<file path="src/rtl/inta_sequencer.sv">
// 8259 interrupt-cycle sequencer: raises INT, tracks the two-pulse INTA handshake,
// owns the In-Service register and drives the vector byte; also services EOI/AEOI.
module inta_sequencer #(
  parameter logic [2:0] LAST_SERVICED_RST = 3'd7
) (
  input  logic       clk,
  input  logic       rst,
  input  logic       int_flag,
  input  logic [2:0] priority_id,
  input  logic       rotating,
  input  logic       aeoi,
  input  logic [4:0] t_base,
  input  logic       inta_n,
  input  logic       eoi_cmd,
  input  logic       eoi_specific,
  input  logic       eoi_rotate,
  input  logic [2:0] eoi_level,
  output logic       int_out,
  output logic [7:0] isr,
  output logic [7:0] irr_clear,
  output logic [2:0] last_serviced,
  output logic [7:0] data_out,
  output logic       data_oe,
  output logic       spurious
);

  typedef enum logic [2:0] {
    S_IDLE,
    S_REQ,
    S_ACK1,
    S_GAP,
    S_ACK2
  } state_t;

  state_t     state, state_nx;
  logic       inta_q;
  logic       fall, rise;
  logic [2:0] id_q, id_nx;
  logic       spur_q, spur_nx;

  logic       int_out_nx;
  logic [7:0] isr_nx;
  logic [7:0] irr_clear_nx;
  logic [2:0] last_serviced_nx;
  logic [7:0] data_out_nx;
  logic       data_oe_nx;
  logic       spurious_nx;

  logic [7:0] set_mask;
  logic [7:0] aeoi_clr;
  logic       aeoi_rot;
  logic       eoi_hit;
  logic [2:0] eoi_sel;
  logic [3:0] ns_pick;

  function automatic logic [7:0] onehot(input logic [2:0] lvl);
    return 8'b1 << lvl;
  endfunction

  // Highest-priority set bit, scanning upward from the level just after ls.
  // Returns {found, level}.
  function automatic logic [3:0] find_highest(input logic [7:0] vec,
                                              input logic [2:0] ls);
    logic [2:0] lvl;
    logic       found;
    logic [2:0] res;
    found = 1'b0;
    res   = 3'd0;
    for (int i = 1; i <= 8; i++) begin
      lvl = ls + 3'(i);
      if (!found && vec[lvl]) begin
        found = 1'b1;
        res   = lvl;
      end
    end
    return {found, res};
  endfunction

  assign fall = inta_q & ~inta_n;
  assign rise = ~inta_q & inta_n;

  // State register
  always_ff @(posedge clk or posedge rst) begin
    if (rst) state <= S_IDLE;
    else     state <= state_nx;
  end

  // Next-state logic
  always_comb begin
    // NOTE: every always_comb output gets a default first so no path can infer a latch.
    state_nx = state;
    unique case (state)
      S_IDLE: if (int_flag) state_nx = S_REQ;
      S_REQ:  if (fall)     state_nx = S_ACK1;
      S_ACK1: if (rise)     state_nx = S_GAP;
      S_GAP:  if (fall)     state_nx = S_ACK2;
      S_ACK2: if (rise)     state_nx = S_IDLE;
      default:              state_nx = S_IDLE;
    endcase
  end

  // Output logic: next values for the registered outputs.
  always_comb begin
    int_out_nx   = int_out;
    irr_clear_nx = 8'h00;
    spurious_nx  = 1'b0;
    data_out_nx  = data_out;
    data_oe_nx   = data_oe;
    id_nx        = id_q;
    spur_nx      = spur_q;
    set_mask     = 8'h00;
    aeoi_clr     = 8'h00;
    aeoi_rot     = 1'b0;

    unique case (state)
      S_IDLE: begin
        int_out_nx = int_flag;
        data_oe_nx = 1'b0;
      end
      S_REQ: begin
        // INT stays up even if the request vanishes; the CPU must finish the cycle.
        int_out_nx = 1'b1;
        if (fall) begin
          int_out_nx = 1'b0;
          spur_nx    = ~int_flag;
          if (int_flag) begin
            id_nx        = priority_id;
            set_mask     = onehot(priority_id);
            irr_clear_nx = onehot(priority_id);
          end else begin
            id_nx       = 3'd7;
            spurious_nx = 1'b1;
          end
        end
      end
      S_ACK1: data_oe_nx = 1'b0;
      S_GAP: begin
        if (fall) begin
          data_out_nx = {t_base, id_q};
          data_oe_nx  = 1'b1;
        end
      end
      S_ACK2: begin
        if (rise) begin
          data_oe_nx = 1'b0;
          if (aeoi && !spur_q) begin
            aeoi_clr = onehot(id_q);
            aeoi_rot = rotating;
          end
        end
      end
      default: begin
        int_out_nx = 1'b0;
        data_oe_nx = 1'b0;
      end
    endcase
  end

  // EOI selection; an EOI on an empty (or unset) level clears nothing.
  always_comb begin
    ns_pick = find_highest(isr, last_serviced);
    eoi_hit = 1'b0;
    eoi_sel = 3'd0;
    if (eoi_cmd) begin
      if (eoi_specific) begin
        eoi_hit = isr[eoi_level];
        eoi_sel = eoi_level;
      end else begin
        eoi_hit = ns_pick[3];
        eoi_sel = ns_pick[2:0];
      end
    end
  end

  // Clears are applied before the acknowledge set, so a set on the same bit wins.
  always_comb begin
    isr_nx = (isr & ~(eoi_hit ? onehot(eoi_sel) : 8'h00) & ~aeoi_clr) | set_mask;
    last_serviced_nx = last_serviced;
    if (eoi_hit && eoi_rotate) last_serviced_nx = eoi_sel;
    else if (aeoi_rot)         last_serviced_nx = id_q;
  end

  always_ff @(posedge clk or posedge rst) begin
    if (rst) begin
      inta_q        <= 1'b1;
      id_q          <= 3'd0;
      spur_q        <= 1'b0;
      int_out       <= 1'b0;
      isr           <= 8'h00;
      irr_clear     <= 8'h00;
      last_serviced <= LAST_SERVICED_RST;
      data_out      <= 8'h00;
      data_oe       <= 1'b0;
      spurious      <= 1'b0;
    end else begin
      // NOTE: non-blocking assignments so every register samples pre-edge values.
      inta_q        <= inta_n;
      id_q          <= id_nx;
      spur_q        <= spur_nx;
      int_out       <= int_out_nx;
      isr           <= isr_nx;
      irr_clear     <= irr_clear_nx;
      last_serviced <= last_serviced_nx;
      data_out      <= data_out_nx;
      data_oe       <= data_oe_nx;
      spurious      <= spurious_nx;
    end
  end

endmodule

</file>
<file path="config.mk">
export PLATFORM = sky130hd
export DESIGN_NAME = inta_sequencer
export DESIGN_NICKNAME = d
export VERILOG_FILES = /design/src/rtl/inta_sequencer.sv
export SDC_FILE = /design/constraint.sdc
export NUM_CORES = 1
export LEC_CHECK = 0
export ABC_AREA = 1
export BUFFER_PORTS_ARGS = -buffer_cell sky130_fd_sc_hd__buf_2
export CORE_ASPECT_RATIO = 0.7
export CORE_MARGIN = 2
export CORE_UTILIZATION = 60
export DETAILED_ROUTE_END_ITERATION = 10
export MAX_ROUTING_LAYER = met4
export PLACE_DENSITY = 0.88
export SLEW_MARGIN = 20
export SYNTH_ARGS = -nofsm -noshare
export SYNTH_HDL_FRONTEND = slang
export SYNTH_SLANG_ARGS = --single-unit
</file>
<file path="constraint.sdc">
create_clock -name clk -period 7.2 [get_ports clk]
set_input_delay 0.72 -clock clk [delete_from_list [all_inputs] [get_ports clk]]
set_output_delay 0.72 -clock clk [all_outputs]
set_load 0.03 [all_outputs]
</file>
==> results by group <==
Worst setup path
  – Buf+Inv Stages, Crit Path: 2
  – Crit-path cells: clkinv_2, ha_1, inv_2, nand3_1, nand3_2, nand2_4, nor2_8, nand4_4, nor2_8, nand2_2, nand2_1, nand2_1, nand2_2, nand2_2, nor2_4, nand3_1, nand2_1, nand2_1
  – CP startpoint kind: flop
  – CP top delay family: simple AND/OR/NAND/NOR gates
  – Critical path type: reg -> reg
  – CP Capture Type: flop
  – Worst Path Max Fanout: 12
  – CP max stage delay: 0.71 ns
  – Most frequent CP cell: nand2_1
  – CP required: 7.38 ns
  – CP arrival: 3.28 ns
  – Slowest-stage cell, CP: dfstp_2

Detailed routing
  – DRT antenna net count: 0
  – DRT Wirelength: a little under 7000 um
  – Avg WL per Cell: about 15 um
  – First-pass detailed-route iteration total: 5
  – DRT iter0 DRCs: slightly above 300
  – Via Count: ~2600
  – # DRC: 0
  – Vias per std cell: about 5.5

Flow run
  – Max_cap viols: 0

Placement
  – Hpwl dp: 5420 um
  – Routability congestion estimate: 0.961
  – Placed cells: 465
  – # port buffers: 49

Cells and area
  – Layout cell share with drive strength beyond 1: 0.251
  – N_diodes: 0
  – Final Util: 0.708
  – Fillers: 364
  – Nets@finish: 439
  – Multi-input logic area: around 1400 um2
  – Layout Cells excl Fill: 473
  – Synth-to-layout area growth: 14.7%
  – FF+latch area: 956 um2

Yosys
  – Ys Warns: 0
  – Async S/R FF share, synth: 1.00
  – Top cells by area, synth: dfrtp_1, nand2_1, inv_1, nand3_1, nor2_1
  – Number of unique standard cell types used by synthesis: 40
  – Mapped Avg Cell Area: 7.28 um2
  – Post-synth EDFFs: 0
  – Top_reg_cell synth: dfrtp_1
  – Area leader, netlist: dfrtp_1
  – Syn Std Cell Area: 2660 um2
  – Yosys reg bits: 38
  – Seq/Total Area, Yosys: 0.360
  – Synth Net Count: 387
  – Syn Inst Count: 365
  – Synth top area share: 0.320

Timing
  – RSZ-0062 raised after global routing: no
  – Fin Hold WS: about 0.5 ns
  – Final Skew: 0.00816 ns
  – Final setup fails: 0
  – Tcrit/Tclk final: 0.431
  – Relative slew slack: 0.687
  – Achievable Freq: 323 MHz
  – Worst-Margin Slew: about 0.47 ns
  – Minimum clock period: around 3.1 ns
  – Slew Viols, Final: 0
  – Setup_tns: 0 ns
  – Final Hold Viols: 0

Power and ir drop
  – PwrDens: between 500 and 600 nW/um2
  – Total Power: 0.00157 W
  – VDD IR-drop max: 0.243 mV
  – Leakage power: 1.65 nW

Global route
  – Pin count of the biggest net entering global routing: 39
  – Initial antenna violation count: 0
  – First-pass GRT wire length: 11400 um
  – GRT overflow: 0
  – Vias in the first global route: 2334
  – GRT Overall Usage: 0.301

Run status
  – Outcome: complete, no violations

Floorplanning
  – Row cnt: 20
  – Die area: 4980 um2
  – Core Region: 4300 um2
  – Die Y: between 50 and 60 um
  – IO Pins: 50
  – Chip width: between 80 and 90 um
  – Initial core utilization: 0.617

Clock tree
  – Worst-Skew Late Latency: just under 0.3 ns
  – H-tree lvl count: 2
  – CTS buffer count: 5
  – Hold_buf cts: 0
  – CTS Sinks: 38
  – Clock-pin slew on the worst setup and hold paths: 0.08 ns
  – Setup bufs post-CTS: 0
  – CTS resizes: 0
  – Clock Path Buffers: 2
  – Root Buffer: clkbuf_8
  – CTS tree: built

Hold path
  – Hold crit path type: reg -> reg
-- report_power, final --
part	internal (W)	switching [W]	total (W)	leakage, nW
clock network	0.000104	0.0000738	0.000178	0.0524
registers	0.000288	0.0000909	0.000379	0.474
logic	0.000321	0.000696	0.00102	1.12
total	0.000713	0.000860	0.00157	1.65
-- Yosys cell counts (4+ instances only) --
cell,number
a21oi_1,10
dfrtp_1,34
dfstp_2,4
inv_1,58
inv_2,5
mux2_2,5
nand2_1,93
nand2_2,4
nand2_4,5
nand3_1,33
nand3_2,9
nand4_1,6
nor2_1,40
o21ai_0,15
-- per-layer routing --
| metal | track usage | vias to the layer above | part of all wire |
|---|---|---|---|
| li1 | - | 1274 | - |
| met1 | 0.414 | 1207 | 0.46 |
| met2 | 0.479 | 109 | 0.46 |
| met3 | 0.0525 | 11 | 0.070 |
| met4 | 0.0691 | 0 | 0.011 |
| met5 | - | - | 0 |
-- placed cells by master, fill, tap and decap left out, types with 3 or more instances in the layout --
cell | Yosys | final
a21oi_1 | 10 | 10
buf_2 | 0 | 49
clkbuf_8 | 0 | 5
dfrtp_1 | 34 | 34
dfstp_2 | 4 | 4
inv_1 | 58 | 58
inv_2 | 5 | 5
mux2_2 | 5 | 5
nand2_1 | 93 | 93
nand2_2 | 4 | 4
nand2_4 | 5 | 5
nand3_1 | 33 | 33
nand3_2 | 9 | 9
nand4_1 | 6 | 6
nor2_1 | 40 | 40
nor2_2 | 3 | 3
nor3_1 | 3 | 3
o211ai_1 | 3 | 3
o21ai_0 | 15 | 15
o21ai_2 | 3 | 3
-- stage by stage --
| stage | worst slack [ns] | area [um2] |
|---|---|---|
| 2_1_floorplan | 4.41 | 2660 |
| 3_3_place_gp | 4.22 | 2940 |
| 3_5_place_dp | 4.13 | 2940 |
| 4_1_cts | 4.11 | 3050 |
| 5_1_grt | 3.82 | 3050 |
| 6_report | 4.10 | 3050 |
-- final timing paths --
| kind | endpoint | start | slack, ns | cells after the start |
|---|---|---|---|---|
| max in group asynchronous | inta_q | rst | 6.32 | 3 |
| min in group asynchronous | irr_clear[5] | rst | 0.52 | 3 |
| hold reg to reg | data_out[0] | data_out[0] | 0.50 | 2 |
| hold / removal | data_out[0] | data_out[0] | 0.50 | 2 |
| setup reg to reg | isr[6] | last_serviced[1] | 4.10 | 18 |
| setup / recovery | isr[6] | last_serviced[1] | 4.10 | 18 |
-- sequential cells by signal, summed over array words and instances, names as in the netlist --
signal / count
isr: 8
irr_clear: 8
state: 3
id_q: 3
data_oe: 1
spur_q: 1
data_out: 8
last_serviced: 3
int_out: 1
inta_q: 1
spurious: 1
-- layout make-up --
cell class,instances,share of cell area
clock buffers,7,0.0251
clock inverters,1,0.00986
inverters,65,0.0813
multi-input cells,257,0.464
flip-flops and latches,38,0.314
well taps,55,0.0226
repair buffers,50,0.0830
-- worst min-delay path: cells and delay by family (launching register included) --
| family | cells | cell delay (ns) |
|---|---|---|
| AND/OR/NAND/NOR | 1 | 0.05 |
| flip-flops | 1 | 0.35 |
| AO/OA/AOI/OAI | 1 | 0.07 |
-- kinds of logic after synthesis --
logic type                 share of synthesized area
and+or+nand+nor                                0.382
AOI/OAI and AO/OA                              0.103
adders and majority gates                    0.00942
xor gates and xnor gates                      0.0170
DFF                                            0.360
buffers and inverters                          0.107
muxes                                         0.0212
Note: power is estimated with default switching activity, not from simulation.
